### config.mk
export PLATFORM = sky130hd
export DESIGN_NAME = uart_receiver
export DESIGN_NICKNAME = d
export VERILOG_FILES = /design/src/rtl/uart_defs.sv /design/src/rtl/uart_rx_sync.sv /design/src/rtl/uart_receiver.sv
export SDC_FILE = /design/constraint.sdc
export NUM_CORES = 1
export LEC_CHECK = 0
export BUFFER_PORTS_ARGS = -buffer_cell sky130_fd_sc_hd__buf_4
export CELL_PAD_IN_SITES_DETAIL_PLACEMENT = 0
export CELL_PAD_IN_SITES_GLOBAL_PLACEMENT = 2
export CORE_MARGIN = 1.5
export CORE_UTILIZATION = 40
export CTS_CLUSTER_DIAMETER = 30
export CTS_CLUSTER_SIZE = 30
export DETAILED_ROUTE_END_ITERATION = 12
export PLACE_DENSITY = 0.84
export SYNTH_ARGS = -nofsm -noshare
export SYNTH_HDL_FRONTEND = slang
export SYNTH_SLANG_ARGS = --single-unit
### constraint.sdc
create_clock -name i_clk_sys -period 2.55 [get_ports i_clk_sys]
set_input_delay 0.255 -clock i_clk_sys [delete_from_list [all_inputs] [get_ports i_clk_sys]]
set_output_delay 0.255 -clock i_clk_sys [all_outputs]
set_load 0.03 [all_outputs]
### src/rtl/uart_defs.sv
// Shared UART definitions: state encodings (common with the transmitter) and bit-period formula.
package uart_defs;

    localparam logic [2:0] ST_IDLE   = 3'd0;
    localparam logic [2:0] ST_START  = 3'd1;
    localparam logic [2:0] ST_DATA   = 3'd2;
    localparam logic [2:0] ST_PARITY = 3'd3;
    localparam logic [2:0] ST_STOP   = 3'd4;

    typedef enum logic [2:0] {
        IDLE   = ST_IDLE,
        START  = ST_START,
        DATA   = ST_DATA,
        PARITY = ST_PARITY,
        STOP   = ST_STOP
    } uart_state_e;

    localparam int unsigned CNT_W     = 32;
    localparam int unsigned BIT_CNT_W = 4;

    // Clocks per bit, integer division of clock frequency (MHz) by baud rate.
    function automatic int unsigned baud_cycle(input int unsigned clk_fre_mhz,
                                               input int unsigned baud_rate);
        return (clk_fre_mhz * 32'd1000000) / baud_rate;
    endfunction

endpackage

### src/rtl/uart_rx_sync.sv
// Two-flop synchroniser for the RX pin plus a previous-value flop for falling-edge detection.
module uart_rx_sync (
    input  logic i_clk_sys,
    input  logic i_rst_n,
    input  logic i_rx,
    output logic o_rx_sync,
    output logic o_fall_c
);

    logic sync1_q, sync1_d;
    logic sync2_q, sync2_d;
    logic prev_q,  prev_d;

    // Next-value chain through the synchroniser and history flop.
    always_comb begin
        sync1_d = i_rx;
        sync2_d = sync1_q;
        prev_d  = sync2_q;
    end

    // Flops reset to the idle (high) line level so reset release never looks like a start edge.
    always_ff @(posedge i_clk_sys or negedge i_rst_n) begin
        if (!i_rst_n) begin
            sync1_q <= 1'b1;
            sync2_q <= 1'b1;
            prev_q  <= 1'b1;
        end else begin
            sync1_q <= sync1_d;
            sync2_q <= sync2_d;
            prev_q  <= prev_d;
        end
    end

    assign o_rx_sync = sync2_q;
    assign o_fall_c  = prev_q & ~sync2_q;

endmodule

### src/rtl/uart_receiver.sv
// UART receiver: start/data/optional parity/stop framing, mid-bit sampling, one-clock valid pulse.
module uart_receiver
    import uart_defs::*;
#(
    parameter int unsigned CLK_FRE     = 100,
    parameter int unsigned DATA_WIDTH  = 8,
    parameter int unsigned PARITY_ON   = 0,
    parameter int unsigned PARITY_TYPE = 0,
    parameter int unsigned BAUD_RATE   = 9600
) (
    input  logic                  i_clk_sys,
    input  logic                  i_rst_n,
    input  logic                  i_uart_rx,
    output logic [DATA_WIDTH-1:0] o_data_rx,
    output logic                  o_data_valid,
    output logic                  o_parity_err,
    output logic                  o_frame_err,
    output logic                  o_busy
);

    localparam int unsigned CYCLE     = baud_cycle(CLK_FRE, BAUD_RATE);
    localparam int unsigned HALF_LAST = CYCLE / 2 - 1;
    localparam int unsigned BIT_LAST  = CYCLE - 1;

    logic rx_s;
    logic fall_c;

    uart_state_e              state_q,   state_d;
    logic [CNT_W-1:0]         cnt_q,     cnt_d;
    logic [BIT_CNT_W-1:0]     bit_cnt_q, bit_cnt_d;
    logic [DATA_WIDTH-1:0]    shift_q,   shift_d;
    logic                     par_acc_q, par_acc_d;
    logic                     mism_q,    mism_d;
    logic [DATA_WIDTH-1:0]    data_rx_q, data_rx_d;
    logic                     valid_q,   valid_d;
    logic                     perr_q,    perr_d;
    logic                     ferr_q,    ferr_d;
    logic                     busy_q,    busy_d;
    logic                     exp_par_c;
    logic                     cnt_half_c;
    logic                     cnt_bit_c;

    uart_rx_sync u_sync (
        .i_clk_sys (i_clk_sys),
        .i_rst_n   (i_rst_n),
        .i_rx      (i_uart_rx),
        .o_rx_sync (rx_s),
        .o_fall_c  (fall_c)
    );

    // Bit-period compare points and expected parity for the data accumulated so far.
    always_comb begin
        cnt_half_c = (cnt_q == CNT_W'(HALF_LAST));
        cnt_bit_c  = (cnt_q == CNT_W'(BIT_LAST));
        exp_par_c  = (PARITY_TYPE == 1) ? par_acc_q : ~par_acc_q;
    end

    // Receive FSM: next state, baud counter, shift register and result capture.
    always_comb begin
        state_d   = state_q;
        cnt_d     = cnt_q;
        bit_cnt_d = bit_cnt_q;
        shift_d   = shift_q;
        par_acc_d = par_acc_q;
        mism_d    = mism_q;
        data_rx_d = data_rx_q;
        valid_d   = 1'b0;
        perr_d    = perr_q;
        ferr_d    = ferr_q;

        unique case (state_q)
            IDLE: begin
                if (fall_c) begin
                    cnt_d     = '0;
                    bit_cnt_d = '0;
                    par_acc_d = 1'b0;
                    mism_d    = 1'b0;
                    state_d   = START;
                end
            end
            START: begin
                if (cnt_half_c) begin
                    cnt_d = '0;
                    if (rx_s) begin
                        // Line back high at mid start bit: treat as noise.
                        state_d = IDLE;
                    end else begin
                        state_d = DATA;
                    end
                end else begin
                    cnt_d = cnt_q + CNT_W'(1);
                end
            end
            DATA: begin
                if (cnt_bit_c) begin
                    cnt_d     = '0;
                    shift_d   = {rx_s, shift_q[DATA_WIDTH-1:1]};
                    bit_cnt_d = bit_cnt_q + BIT_CNT_W'(1);
                    par_acc_d = par_acc_q ^ rx_s;
                    if (bit_cnt_q == BIT_CNT_W'(DATA_WIDTH - 1)) begin
                        state_d = (PARITY_ON == 1) ? PARITY : STOP;
                    end
                end else begin
                    cnt_d = cnt_q + CNT_W'(1);
                end
            end
            PARITY: begin
                if (cnt_bit_c) begin
                    cnt_d   = '0;
                    mism_d  = (rx_s != exp_par_c);
                    state_d = STOP;
                end else begin
                    cnt_d = cnt_q + CNT_W'(1);
                end
            end
            STOP: begin
                if (cnt_bit_c) begin
                    // Leave at mid stop bit so a back-to-back start edge is not missed.
                    cnt_d     = '0;
                    data_rx_d = shift_q;
                    valid_d   = 1'b1;
                    ferr_d    = ~rx_s;
                    perr_d    = (PARITY_ON == 1) ? mism_q : 1'b0;
                    state_d   = IDLE;
                end else begin
                    cnt_d = cnt_q + CNT_W'(1);
                end
            end
            default: begin
                state_d = IDLE;
                cnt_d   = '0;
            end
        endcase

        busy_d = (state_d != IDLE);
    end

    // State and output registers.
    always_ff @(posedge i_clk_sys or negedge i_rst_n) begin
        if (!i_rst_n) begin
            state_q   <= IDLE;
            cnt_q     <= '0;
            bit_cnt_q <= '0;
            shift_q   <= '0;
            par_acc_q <= 1'b0;
            mism_q    <= 1'b0;
            data_rx_q <= '0;
            valid_q   <= 1'b0;
            perr_q    <= 1'b0;
            ferr_q    <= 1'b0;
            busy_q    <= 1'b0;
        end else begin
            state_q   <= state_d;
            cnt_q     <= cnt_d;
            bit_cnt_q <= bit_cnt_d;
            shift_q   <= shift_d;
            par_acc_q <= par_acc_d;
            mism_q    <= mism_d;
            data_rx_q <= data_rx_d;
            valid_q   <= valid_d;
            perr_q    <= perr_d;
            ferr_q    <= ferr_d;
            busy_q    <= busy_d;
        end
    end

    assign o_data_rx    = data_rx_q;
    assign o_data_valid = valid_q;
    assign o_parity_err = perr_q;
    assign o_frame_err  = ferr_q;
    assign o_busy       = busy_q;

endmodule

Word-level counts from Yosys, hierarchy flattened
Cells that the tools add are included.
{"block": "totals", "latch_bits": 0, "in_bits": 3, "romBits": 0, "ramBits": 0, "out_inout_bits": 12, "mem_count": 0, "regBits": 61, "wordCells": 48}
{"block": "classes", "n_reduce_logical": 7, "div_mod_pow": 0, "add_sub_neg": 2, "n_mux": 17, "n_eq_ne": 9, "n_lt_le_gt_ge": 0, "n_bitwise": 2, "shift": 0, "multipliers": 0}
{"cell": "two-way mux 32 bit", "n": 3}
{"cell": "case mux 32 bit (3 select lines)", "n": 1}
{"cell": "adder 32 x 1 -> 32 bit, second input constant", "n": 1}
{"cell": "== test 32 x 13 -> 1 bit, second input constant", "n": 1}
{"cell": "== test 32 x 14 -> 1 bit, second input constant", "n": 1}
{"cell": "two-way mux 3 bit", "n": 6}
{"cell": "case mux 3 bit (5 select lines)", "n": 1}
{"cell": "two-way mux 4 bit", "n": 2}
{"cell": "case mux 4 bit (2 select lines)", "n": 1}
{"cell": "== test 3 x 2 -> 1 bit, second input constant", "n": 2}
{"cell": "adder 4 x 1 -> 4 bit, second input constant", "n": 1}
{"cell": "== test 4 x 3 -> 1 bit, second input constant", "n": 1}
{"cell": "inequality test 2 bit, second input constant", "n": 2}
{"cell": "AND reduction 2 bit", "n": 2}
{"cell": "== test 3 x 1 -> 1 bit, second input constant", "n": 1}
{"cell": "== test 3 bit, second input constant", "n": 1}
{"cell": "zero test 3 bit", "n": 1}
{"cell": "AND reduction 3 bit", "n": 1}
{"cell": "nonzero test 3 bit", "n": 1}
{"cell": "OR reduction 3 bit", "n": 1}
{"cell": "two-way mux 1 bit", "n": 2}
{"cell": "two-way mux 2 bit", "n": 1}
{"cell": "nonzero test 2 bit", "n": 1}
{"cell": "AND 1 bit", "n": 1}
{"cell": "inverter 1 bit", "n": 1}

Longest topological paths before layout
Gate-level depths: netlist (run 1).
{"block": "depth", "word_depth": 5, "depth_mapped": 8}

Hierarchy
A second synthesis (run 1) with hierarchy kept.
{"block": "unflattened", "hier_cells": 311, "hier_area_um2": 3135.5}
{"mod": "uart_receiver", "area_each_um2": 3042.9, "cells_per_inst": 307, "seq_area_each_um2": 1451.4, "instances": 1}
{"mod": "uart_rx_sync", "area_each_um2": 92.6, "cells_per_inst": 4, "seq_area_each_um2": 78.8, "instances": 1}

Worst setup path before layout (run 1)
No wires, ideal clock.
{"block": "synth_timing", "path_type": "register to register", "from": "register u_sync.prev_q", "to": "register cnt_q[31]", "setup_slack_ps": 481, "path_stages_with_launch": 6, "t_arrival_ps": 1996, "cell_sequence": "dfstp_2 -> nor2b_1 -> o31ai_4 -> or3_4 -> or4_4 -> a21oi_2"}
{"block": "synth_via", "elab_chain_len": 2}
{"element": "start, declared", "line_no": "uart_rx_sync.sv:12", "rtl": "logic prev_q, prev_d;"}
{"element": "start signal, assigned", "line_no": "uart_rx_sync.sv:30", "rtl": "prev_q <= prev_d;"}
{"element": "AND 1 bit", "line_no": "uart_rx_sync.sv:35", "rtl": "assign o_fall_c = prev_q & ~sync2_q;"}
{"element": "inequality test 2 bit (no line)"}
{"element": "end signal, assigned", "line_no": "uart_receiver.sv:154", "rtl": "cnt_q <= cnt_d;"}
{"element": "end, declared", "line_no": "uart_receiver.sv:29", "rtl": "logic [CNT_W-1:0] cnt_q, cnt_d;"}
No other way between the ends.
A chain may end at the register's enable or synchronous reset.

Worst setup path in the final report (run 1)
{"block": "layout_timing", "from": "register cnt_q[27]", "to": "register cnt_q[4]"}
{"block": "layout_via", "elab_chain_len": 3}
{"element": "== test 32 x 14 -> 1 bit or == test 32 x 13 -> 1 bit (tied branches)", "line_no": "uart_receiver.sv:54, uart_receiver.sv:53"}
{"element": "two-way mux 32 bit (on tied branches)"}
{"element": "case mux 32 bit (3 select lines) (*)", "line_no": "uart_receiver.sv:71", "rtl": "unique case (state_q)"}
Every way passes the cells marked *; elsewhere a longest branch is shown, timed or not.

==> results of run 1 <==
[cell usage in the layout (no fill, tap or decap), types with 2 or more instances in the layout]
| cell type | n |
|---|---|
| and3_1 | 3 |
| bufinv_16 | 2 |
| o31ai_1 | 2 |
| ha_1 | 2 |
| inv_6 | 2 |
| nor4b_1 | 3 |
| or3_1 | 8 |
| nor2b_1 | 4 |
| nor3_2 | 2 |
| a21o_1 | 2 |
| a22oi_1 | 2 |
| dfstp_2 | 3 |
| buf_4 | 23 |
| nand2b_1 | 3 |
| o21ai_0 | 11 |
| nand3_1 | 15 |
| dfrtp_1 | 58 |
| clkinvlp_4 | 2 |
| mux2_2 | 10 |
| inv_1 | 10 |
| clkbuf_8 | 9 |
| or3_4 | 2 |
| nand3b_1 | 2 |
| a21oi_1 | 11 |
| or4_1 | 2 |
| nor4_1 | 14 |
| and4_1 | 5 |
| xnor2_1 | 19 |
| a221o_1 | 3 |
| nand2_1 | 37 |
| nor3_1 | 6 |
| and2_1 | 4 |
| nor2_1 | 30 |
| nand4_1 | 8 |
[how the worst max path moves through the flow]
stage                                  startpoint                        to  slack (ns)  cells after the start
after floorplan           u_sync.prev_q$_DFF_PN1_     cnt_q[31]$_DFFE_PN0P_        0.48                      5
after global placement    u_sync.prev_q$_DFF_PN1_     cnt_q[31]$_DFFE_PN0P_        0.34                      5
after detailed placement    cnt_q[23]$_DFFE_PN0P_      cnt_q[4]$_DFFE_PN0P_        0.26                      5
after CTS                   cnt_q[23]$_DFFE_PN0P_      cnt_q[4]$_DFFE_PN0P_        0.26                      5
after global routing        cnt_q[23]$_DFFE_PN0P_  o_data_rx[0]$_DFFE_PN0P_        0.08                      5
final                       cnt_q[27]$_DFFE_PN0P_      cnt_q[4]$_DFFE_PN0P_        0.23                      5
[per-stage QoR]
| stage | utilization | power [mW] | hold WS (ns) | instance area [um^2] |
|---|---|---|---|---|
| 2_1_floorplan | - | 1.28 | -0.0406 | 3160 |
| 3_3_place_gp | 0.442 | 1.38 | 0.347 | 3400 |
| 3_5_place_dp | 0.442 | 1.39 | 0.349 | 3400 |
| 4_1_cts | 0.471 | 2.37 | 0.00106 | 3620 |
| 5_1_grt | 0.471 | 2.46 | 0.00397 | 3620 |
| 6_report | 0.471 | 2.35 | -0.0128 | 3620 |
[cells by family (layout without fill, tap and decap cells)]
kind of cell             Yosys count  count (layout)
buffers and inverters             23              50
multiplexers                      11              11
flip-flops                        61              61
AO/OA/AOI/OAI                     42              42
AND/OR/NAND/NOR                  159             159
adder cells (fa/ha/maj)            2               2
other                              1               1
XOR/XNOR                          19              19
[routing by layer]
layer  up-vias  track usage  part of all wire
met5         -            0                 0
met4         0       0.0808             0.018
met3        12       0.0274             0.025
met2        32        0.276              0.46
met1      1170        0.251              0.50
li1       1190            -                 -
[report_power, final]
part	internal, mW	switching (mW)	total (mW)
Sequential	1.02	0.0820	1.10
Combinational	0.121	0.148	0.270
Clock	0.555	0.423	0.978
Total	1.69	0.654	2.35
[registers in the layout (all words and copies together), names as in the netlist]
register and count:
bit_cnt_q 4, u_sync.sync1_q 1, shift_q 8, o_busy 1, o_data_valid 1, u_sync.o_rx_sync 1
u_sync.prev_q 1, cnt_q 32, o_data_rx 8, state_q 3, o_frame_err 1
[cell type report]
type                    instances  area [um^2]
fillers                       741         4070
flip-flops and latches         61         1530
multi-input cells             234         1510
repair buffers                 24          193
well taps                     102          128
clock buffers                   9          124
clock inverters                 7         97.6
inverters                      10         37.5
[critical path, cell delays in order, from the launching register on]
cell	delay (ns)
dfrtp_1	0.43
nor4_1	0.39
nand3_1	0.25
o21ai_1	0.52
nand2_1	0.26
a221o_1	0.35
==> results.md, run 1 <==
- Setup slack after layout: between 0.2 and 0.25 ns
- Warnings from Yosys: 0
- Area growth syn-to-layout: 14.7%
- Count leader, synth: dfrtp_1
- HP Class: in2async
- Maximum buffer depth of the clock tree: 2
- Max_cap viols: 0
- CP Capture Type: flop
- Die area: roughly 8400 um^2
- Period Utilization, post-route: 0.910
- Post-synthesis simple-gate area fraction: 0.283
- Residual DRC: 0
- Critical Path RT: approximately 2.8 ns
- Synth unique cells: 56
- Largest family of logic cells by synthesized area: simple AND/OR/NAND/NOR gates
- Largest net degree at the start of global routing: 62
- Worst R2R Path Depth: 5
- Final Hold Viols: 20
- Post CTS Setup Buffer Count: 0
- CTS Hold Bufs: 0
- Worst hold margin: -0.0128 ns
- Grt ovf: 0
- Routed Antenna Nets: 0
- Pwr/cell area: 647 nW/um^2
- Peak supply drop: 0.345 mV
- Failing checks: hold timing
- Post-synth top cells: dfrtp_1 (58), nand2_1 (37), nor2_1 (30)
- Placer Congestion: 0.788
- Crit path kind: reg2reg
- Syn Area/Cell: 9.93 um^2
- CP Launch Type: flop
- Synth top area share: 0.460
- First-pass GRT wire length: 11.8 mm
- Post-synthesis mux area share: 0.0388
- Skew final: 0.0122 ns
- Worst-Margin Slew: 0.785 ns
- # nets final: ~350
- Endpoints failing setup: 0
- Post-Syn Area: ~3200 um^2
- Row count: 32
- Adder-cell area share of the yosys netlist: 0.00792
- Drt via density: 5.38
- FF-to-FF End: cnt_q[4]$_DFFE_PN0P_
- DRT Wirelength: ~6.8 mm
- N_diodes: 0
- Num ports: 15
- CTS HTree Levels: 3
- Sinks on Clock Net: 61
- Share of cells above drive strength 1: 0.197
- Final Critical Period: 2.32 ns
- Sequential fraction of the synthesis area: 0.485
- Clk_lat worst skew: 0.35 ns
- Setup TNS: 0 ns
- Placed Cells: ~430
- Status: finished, violations left
- TritonCTS buffer count: 9
- All-Layer GR Usage: 0.180
- Async set or reset register ratio after synthesis: 1.00
- Port Buffer Count: 13
- Leak: 1.59 nW
- Max Freq: 431 MHz
- Vias in the first global route: 2353
- Initial antenna violation count: 0
- Initial DRT Pass Iterations: 4
- Final Slew Violations: 0
- Synth Instances: 318
- HPWL after DPL: 4.64 mm
- Initial Utilization: 0.411
- Post-cts resize count: 0
- CTS root buf: clkbuf_8
- Die Y: between 90 and 100 um
- Clk slew on worst S/H paths: 0.08 ns
- CTS tree: done
- Yosys top cell by area: dfrtp_1
- Pre-CTS WS: 0.260 ns
- Final Instance Count excl. Fillers: 447
- Rel. slew slack: 0.477
- Core area: 7690 um^2
- Main synth FF type: dfrtp_1
- Reg-to-reg critical path startpoint: cnt_q[27]$_DFFE_PN0P_
- Synth Area in Compound Gates: 0.0955
- Wire per inst: 15.3 um
- Post-synthesis xor/xnor area fraction: 0.0527
- Vias: roughly 2400
- Net Count, Synth: 323
- Synth top area cells: dfrtp_1 (46%), xnor2_1 (5.3%), nand2_1 (4.4%), mux2_2 (3.6%), nor2_1 (3.6%)
- Unrepaired setup endpoints after global routing: false
- Worst Path Arrival: between 2 and 3 ns
- DRT iter0 DRCs: approximately 100
- Number of flops mapped to enable cells by yosys: 0
- Critical path peak fanout: 6
- #FFs+latches synth: 61
- Worst R2R Setup Slack: 0.23 ns
- Die Width: 91.9 um
Power figures use the tool's default switching activity.
==> inputs of run 2 (changes only) <==
Settings changed: CORE_ASPECT_RATIO set to 0.9.
==> results.md, run 2 (synthesis results as in run 1) <==
- Status: finished, violations left
- Failing checks: hold timing
- Crit path kind: reg2reg
- Skew final: 0.00686 ns
- Largest register FFs: 32
- Largest net degree at the start of global routing: 62
- Leak: between 1.5 and 2 nW
- Critical Path Start: cnt_q[0]$_DFFE_PN0P_
- HP Class: in2async
- Die area: 8440 um^2
- # nets final: 349
- Maximum buffer depth of the clock tree: 2
- CTS tree: done
- Critical-path cell list: ha_1 -> and4_1 -> nand4_1 -> a32oi_2 -> nand2_1 -> a221o_1
- CP max stage cell: a32oi_2
- Wire per inst: between 15 and 20 um
- Worst R2R Path Depth: 6
- Die Width: 96.7 um
- Rel. slew slack: 0.470
- HPWL after DPL: 4.75 mm
- Post-cts resize count: 0
- Stages on worst setup path: 6
- Setup TNS: 0 ns
- Fin util: 0.481
- Grt ovf: 0
- Num ports: 15
- TritonCTS buffer count: 9
- Vias in the first global route: 2417
- Die Y: a little under 90 um
- Critical path peak fanout: 6
- Endpoints failing setup: 0
- Initial DRT Pass Iterations: 4
- DRT iter0 DRCs: 142
- Reg-to-reg critical path startpoint: cnt_q[0]$_DFFE_PN0P_
- Vias: about 2400
- Max Freq: about 450 MHz
- Critical path's largest stage delay: 0.45 ns
- Final Critical Period: 2.22 ns
- CP delay by family, top: compound AO/OA/AOI/OAI gates
- N_diodes: 0
- Pwr/cell area: 649 nW/um^2
- Setup slack after layout: approximately 0.33 ns
- Clk_lat worst skew: 0.34 ns
- Buffers and inverters on the worst path: 0
- Pre-CTS WS: 0.325 ns
- Drt via density: 5.40
- Worst hold margin: -0.0195 ns
- Worst Path Arrival: around 2.5 ns
- Period Utilization, post-route: 0.872
- Max_cap viols: 0
- Critical Path RT: 2.78 ns
- DRT Wirelength: approximately 7 mm
- Initial Utilization: 0.417
- Routed Antenna Nets: 0
- Port Buffer Count: 13
- Fill cell count: 712
- Initial antenna violation count: 0
- First-pass GRT wire length: about 12 mm
- Residual DRC: 0
- Core area: 7580 um^2
- CTS HTree Levels: 3
- Commonest non-fill, non-tap cells in the layout: dfrtp_1 (58), nand2_1 (37), nor2_1 (30)
- Final Slew Violations: 0
- CP Capture Type: flop
- Top reg by flops: cnt_q
- Worst-Margin Slew: 0.795 ns
- Peak supply drop: ~0.35 mV
- Clk slew on worst S/H paths: around 0.08 ns
- Commonest non-fill, non-tap cell in the layout: dfrtp_1
- Final Hold Viols: 12
- Unrepaired setup endpoints after global routing: false
- Sinks on Clock Net: 61
- Share of cells above drive strength 1: 0.203
- Row count: 30
- CP Launch Type: flop
- CTS root buf: clkbuf_8
- Area growth syn-to-layout: 15.6%
- Placer Congestion: approximately 0.84
- All-Layer GR Usage: 0.186
- Post CTS Setup Buffer Count: 0
[run 2: cell types whose count changed in the layout (fill, tap and decap cells not counted), sizes merged]
cell / before / now
dlygate4sd3: 0 / 1
clkinvlp: 2 / 3
inv: 12 / 10
buf: 24 / 27
clkinv: 1 / 2
[run 2: final timing paths]
path | slack [ns] | endpoint
max in group asynchronous | 2.03 | o_data_rx[0]$_DFFE_PN0P_
setup reg to reg | 0.33 | cnt_q[3]$_DFFE_PN0P_
min in group i_clk_sys | 0.36 | u_sync.o_rx_sync$_DFF_PN1_
setup / recovery | 0.33 | cnt_q[3]$_DFFE_PN0P_
hold / removal | -0.02 | cnt_q[19]$_DFFE_PN0P_
hold reg to reg | 0.36 | u_sync.o_rx_sync$_DFF_PN1_
[run 2: routing by layer]
layer	track usage	wire length, um	up-vias
met5	0	0	-
met3	0.0554	267	6
li1	-	-	1196
met4	0.0514	78	0
met1	0.270	3650	1167
met2	0.270	3040	34
[run 2: repair_timing]
action / in CTS / in global routing
hold endpoints to repair: 1 / 0
hold buffers: 1 / 0
endpoints found under the setup margin: 0 / 0
[run 2: per-stage QoR]
stage / power (mW) / hold slack [ns] / std cells / instance area, um^2
global placement: 1.41 / 0.347 / 428 / 3420
global route: 2.49 / 0.0455 / 445 / 3650
detailed placement: 1.42 / 0.351 / 428 / 3420
finish: 2.37 / -0.0195 / 445 / 3650
floorplan: 1.28 / -0.0406 / 318 / 3160
CTS: 2.40 / 0.0130 / 445 / 3650
[run 2: final cells by class]
cell class,instances,area [um^2],share of cell area
clock buffers,9,124,0.0339
clock inverters,7,100,0.0274
inverters,10,37.5,0.0103
repair buffers,28,225,0.0617
multi-input cells,234,1510,0.414
well taps,96,120,0.0329
flip-flops and latches,61,1530,0.419
[run 2: power by group]
part           internal (mW)  switching [mW]
registers               1.02          0.0736
clock network          0.552           0.414
logic                  0.142           0.171
==> inputs of run 3 (changes only) <==
Settings changed: ABC_AREA set to 1, CORE_UTILIZATION 40 to 36.
==> results.md, run 3 <==
- Die Width: 110 um
- CP max stage cell: dfrtp_1
- Worst Path Arrival: ~2.1 ns
- Num ports: 15
- Clk_lat worst skew: 0.33 ns
- All-Layer GR Usage: 0.194
- Crit path kind: reg2reg
- Pwr/cell area: 606 nW/um^2
- Placer Congestion: just under 0.9
- Final Critical Period: 1.92 ns
- Wire per inst: 14.9 um
- Warnings from Yosys: 0
- Rel. slew slack: 0.475
- CP Launch Type: flop
- Setup TNS: 0 ns
- Final Hold Viols: 4
- Core area: a little over 10000 um^2
- Count leader, synth: nand2_1
- Initial antenna violation count: 0
- Main synth FF type: dfrtp_1
- Share of cells above drive strength 1: 0.183
- Fin util: 0.419
- CTS root buf: clkbuf_16
- N_diodes: 0
- Synth Area in Compound Gates: 0.0940
- Final Slew Violations: 0
- Leak: 1.98 nW
- Yosys top cell by area: dfrtp_1
- Critical-path cell list: ha_1 -> nand3_2 -> inv_2 -> nand2_1 -> nor2_2 -> nand2_2 -> nand2_2 -> nand2_4 -> nor2_8 -> nor2_2
- CP delay by family, top: simple AND/OR/NAND/NOR gates
- DRT iter0 DRCs: 150
- Syn Area/Cell: 7.29 um^2
- Initial Utilization: 0.368
- HP Class: in2async
- Die Y: 99.7 um
- # nets final: 535
- Failing checks: hold timing
- Top reg by flops: cnt_q
- Vias: around 3200
- Clk slew on worst S/H paths: 0.05 ns
- Largest net degree at the start of global routing: a little over 60
- Peak supply drop: 0.280 mV
- Post-synthesis xor/xnor area fraction: 0.0258
- Largest family of logic cells by synthesized area: simple AND/OR/NAND/NOR gates
- Residual DRC: 0
- CP Capture Type: flop
- Routed Antenna Nets: 0
- Post-cts resize count: 0
- Fill cell count: 1065
- Max Freq: 521 MHz
- Synth unique cells: 33
- Initial DRT Pass Iterations: 5
- Die area: 11000 um^2
- Post-Syn Area: 3740 um^2
- TritonCTS buffer count: 9
- Net Count, Synth: 518
- Status: finished, violations left
- Worst-Margin Slew: 0.788 ns
- Adder-cell area share of the yosys netlist: 0.00669
- Synth Instances: 513
- Sequential fraction of the synthesis area: 0.409
- Row count: 35
- Post CTS Setup Buffer Count: 0
- Worst hold margin: -0.00279 ns
- CTS Hold Bufs: 0
- Maximum buffer depth of the clock tree: 2
- Synth top area cells: dfrtp_1 (39%), nand2_1 (16%), nor2_1 (5.5%), inv_1 (5.3%), nand3_1 (4.7%)
- Commonest non-fill, non-tap cells in the layout: nand2_1 (161), dfrtp_1 (58), nor2_1 (55)
- Sinks on Clock Net: 61
- Pwr Total: 2.58 mW
- CTS HTree Levels: 3
- Port Buffer Count: 13
- Drt via density: between 4 and 5
- Vias in the first global route: 3171
- Period Utilization, post-route: 0.752
- Critical path peak fanout: 10
- HPWL after DPL: ~7.3 mm
- Skew final: 0.00426 ns
- Buffers and inverters on the worst path: 1
- #FFs+latches synth: 61
- Async set or reset register ratio after synthesis: 1.00
- CTS tree: done
- Critical Path RT: 2.76 ns
- Critical path's largest stage delay: 0.42 ns
- First-pass GRT wire length: 16.7 mm
- Grt ovf: 0
- Unrepaired setup endpoints after global routing: false
- Max_cap viols: 0
- Post-synthesis simple-gate area fraction: 0.386
- Post-synthesis mux area share: 0
- Synth top area share: 0.388
- DRT Wirelength: just under 10 mm
- Largest register FFs: 32
- Commonest non-fill, non-tap cell in the layout: nand2_1
- Area growth syn-to-layout: 13.7%
- Endpoints failing setup: 0
- Number of flops mapped to enable cells by yosys: 0
- Post-synth top cells: nand2_1 (161), dfrtp_1 (58), nor2_1 (55)
[run 3: cell count changes after synthesis, moves of 13 or more]
| cell | delta |
|---|---|
| nand2_1 | +124 |
| inv_1 | +43 |
| nor2_1 | +25 |
| nor2_2 | +22 |
| nand3_1 | +20 |
| xnor2_1 | -17 |
| o21ai_2 | +16 |
| nor4_1 | -14 |
| o211ai_1 | +13 |
[run 3: cell type report]
type | count | area, um^2 | area share
sequential | 61 | 1530 | 0.360
clock buffer | 12 | 246 | 0.0579
inverter | 61 | 229 | 0.0538
multi-input combinational | 381 | 1920 | 0.451
tap | 129 | 161 | 0.0379
clock inverter | 4 | 47.5 | 0.0112
timing repair buffer | 16 | 120 | 0.0282
[run 3: final timing paths]
kind                                           from                         end  slack, ns  depth (start not counted)
min in group i_clk_sys                    i_uart_rx    u_sync.sync1_q$_DFF_PN1_       0.03                          1
setup / recovery               cnt_q[0]$_DFFE_PN0P_       cnt_q[16]$_DFFE_PN0P_       0.63                         10
max in group asynchronous                   i_rst_n    bit_cnt_q[2]$_DFFE_PN0P_       2.03                          1
hold reg to reg            u_sync.sync1_q$_DFF_PN1_  u_sync.o_rx_sync$_DFF_PN1_       0.35                          0
hold / removal                              i_rst_n       cnt_q[26]$_DFFE_PN0P_     -0.003                          1
setup reg to reg               cnt_q[0]$_DFFE_PN0P_       cnt_q[16]$_DFFE_PN0P_       0.63                         10
[run 3: kinds of logic (layout without fill, tap and decap cells)]
kind of cell,Yosys count,count (layout)
AND/OR/NAND/NOR,317,317
buffers and inverters,71,93
flip-flops,61,61
AO/OA/AOI/OAI,50,50
XOR/XNOR,11,11
adder cells (fa/ha/maj),2,2
other,1,1
[run 3: per-stage QoR]
step | instances | setup WS [ns] | area [um^2]
6_report | 664 | 0.632 | 4250
5_1_grt | 664 | 0.439 | 4250
4_1_cts | 664 | 0.615 | 4250
3_5_place_dp | 648 | 0.642 | 3960
3_3_place_gp | 648 | 0.682 | 3960
2_1_floorplan | 513 | 0.917 | 3740
[run 3: power breakdown]
part	internal (mW)	switching [mW]	total [mW]	leakage, nW
registers	1.01	0.0540	1.07	0.826
logic	0.0841	0.207	0.291	1.01
clock network	0.780	0.439	1.22	0.143
total	1.88	0.700	2.58	1.98
[run 3: routing by layer]
| layer | routed length, um | track usage | vias to the layer above |
|---|---|---|---|
| li1 | - | - | 1661 |
| met1 | 5100 | 0.289 | 1503 |
| met2 | 4250 | 0.285 | 72 |
| met3 | 450 | 0.0427 | 10 |
| met4 | 112 | 0.0523 | 0 |
| met5 | 0 | 0 | - |
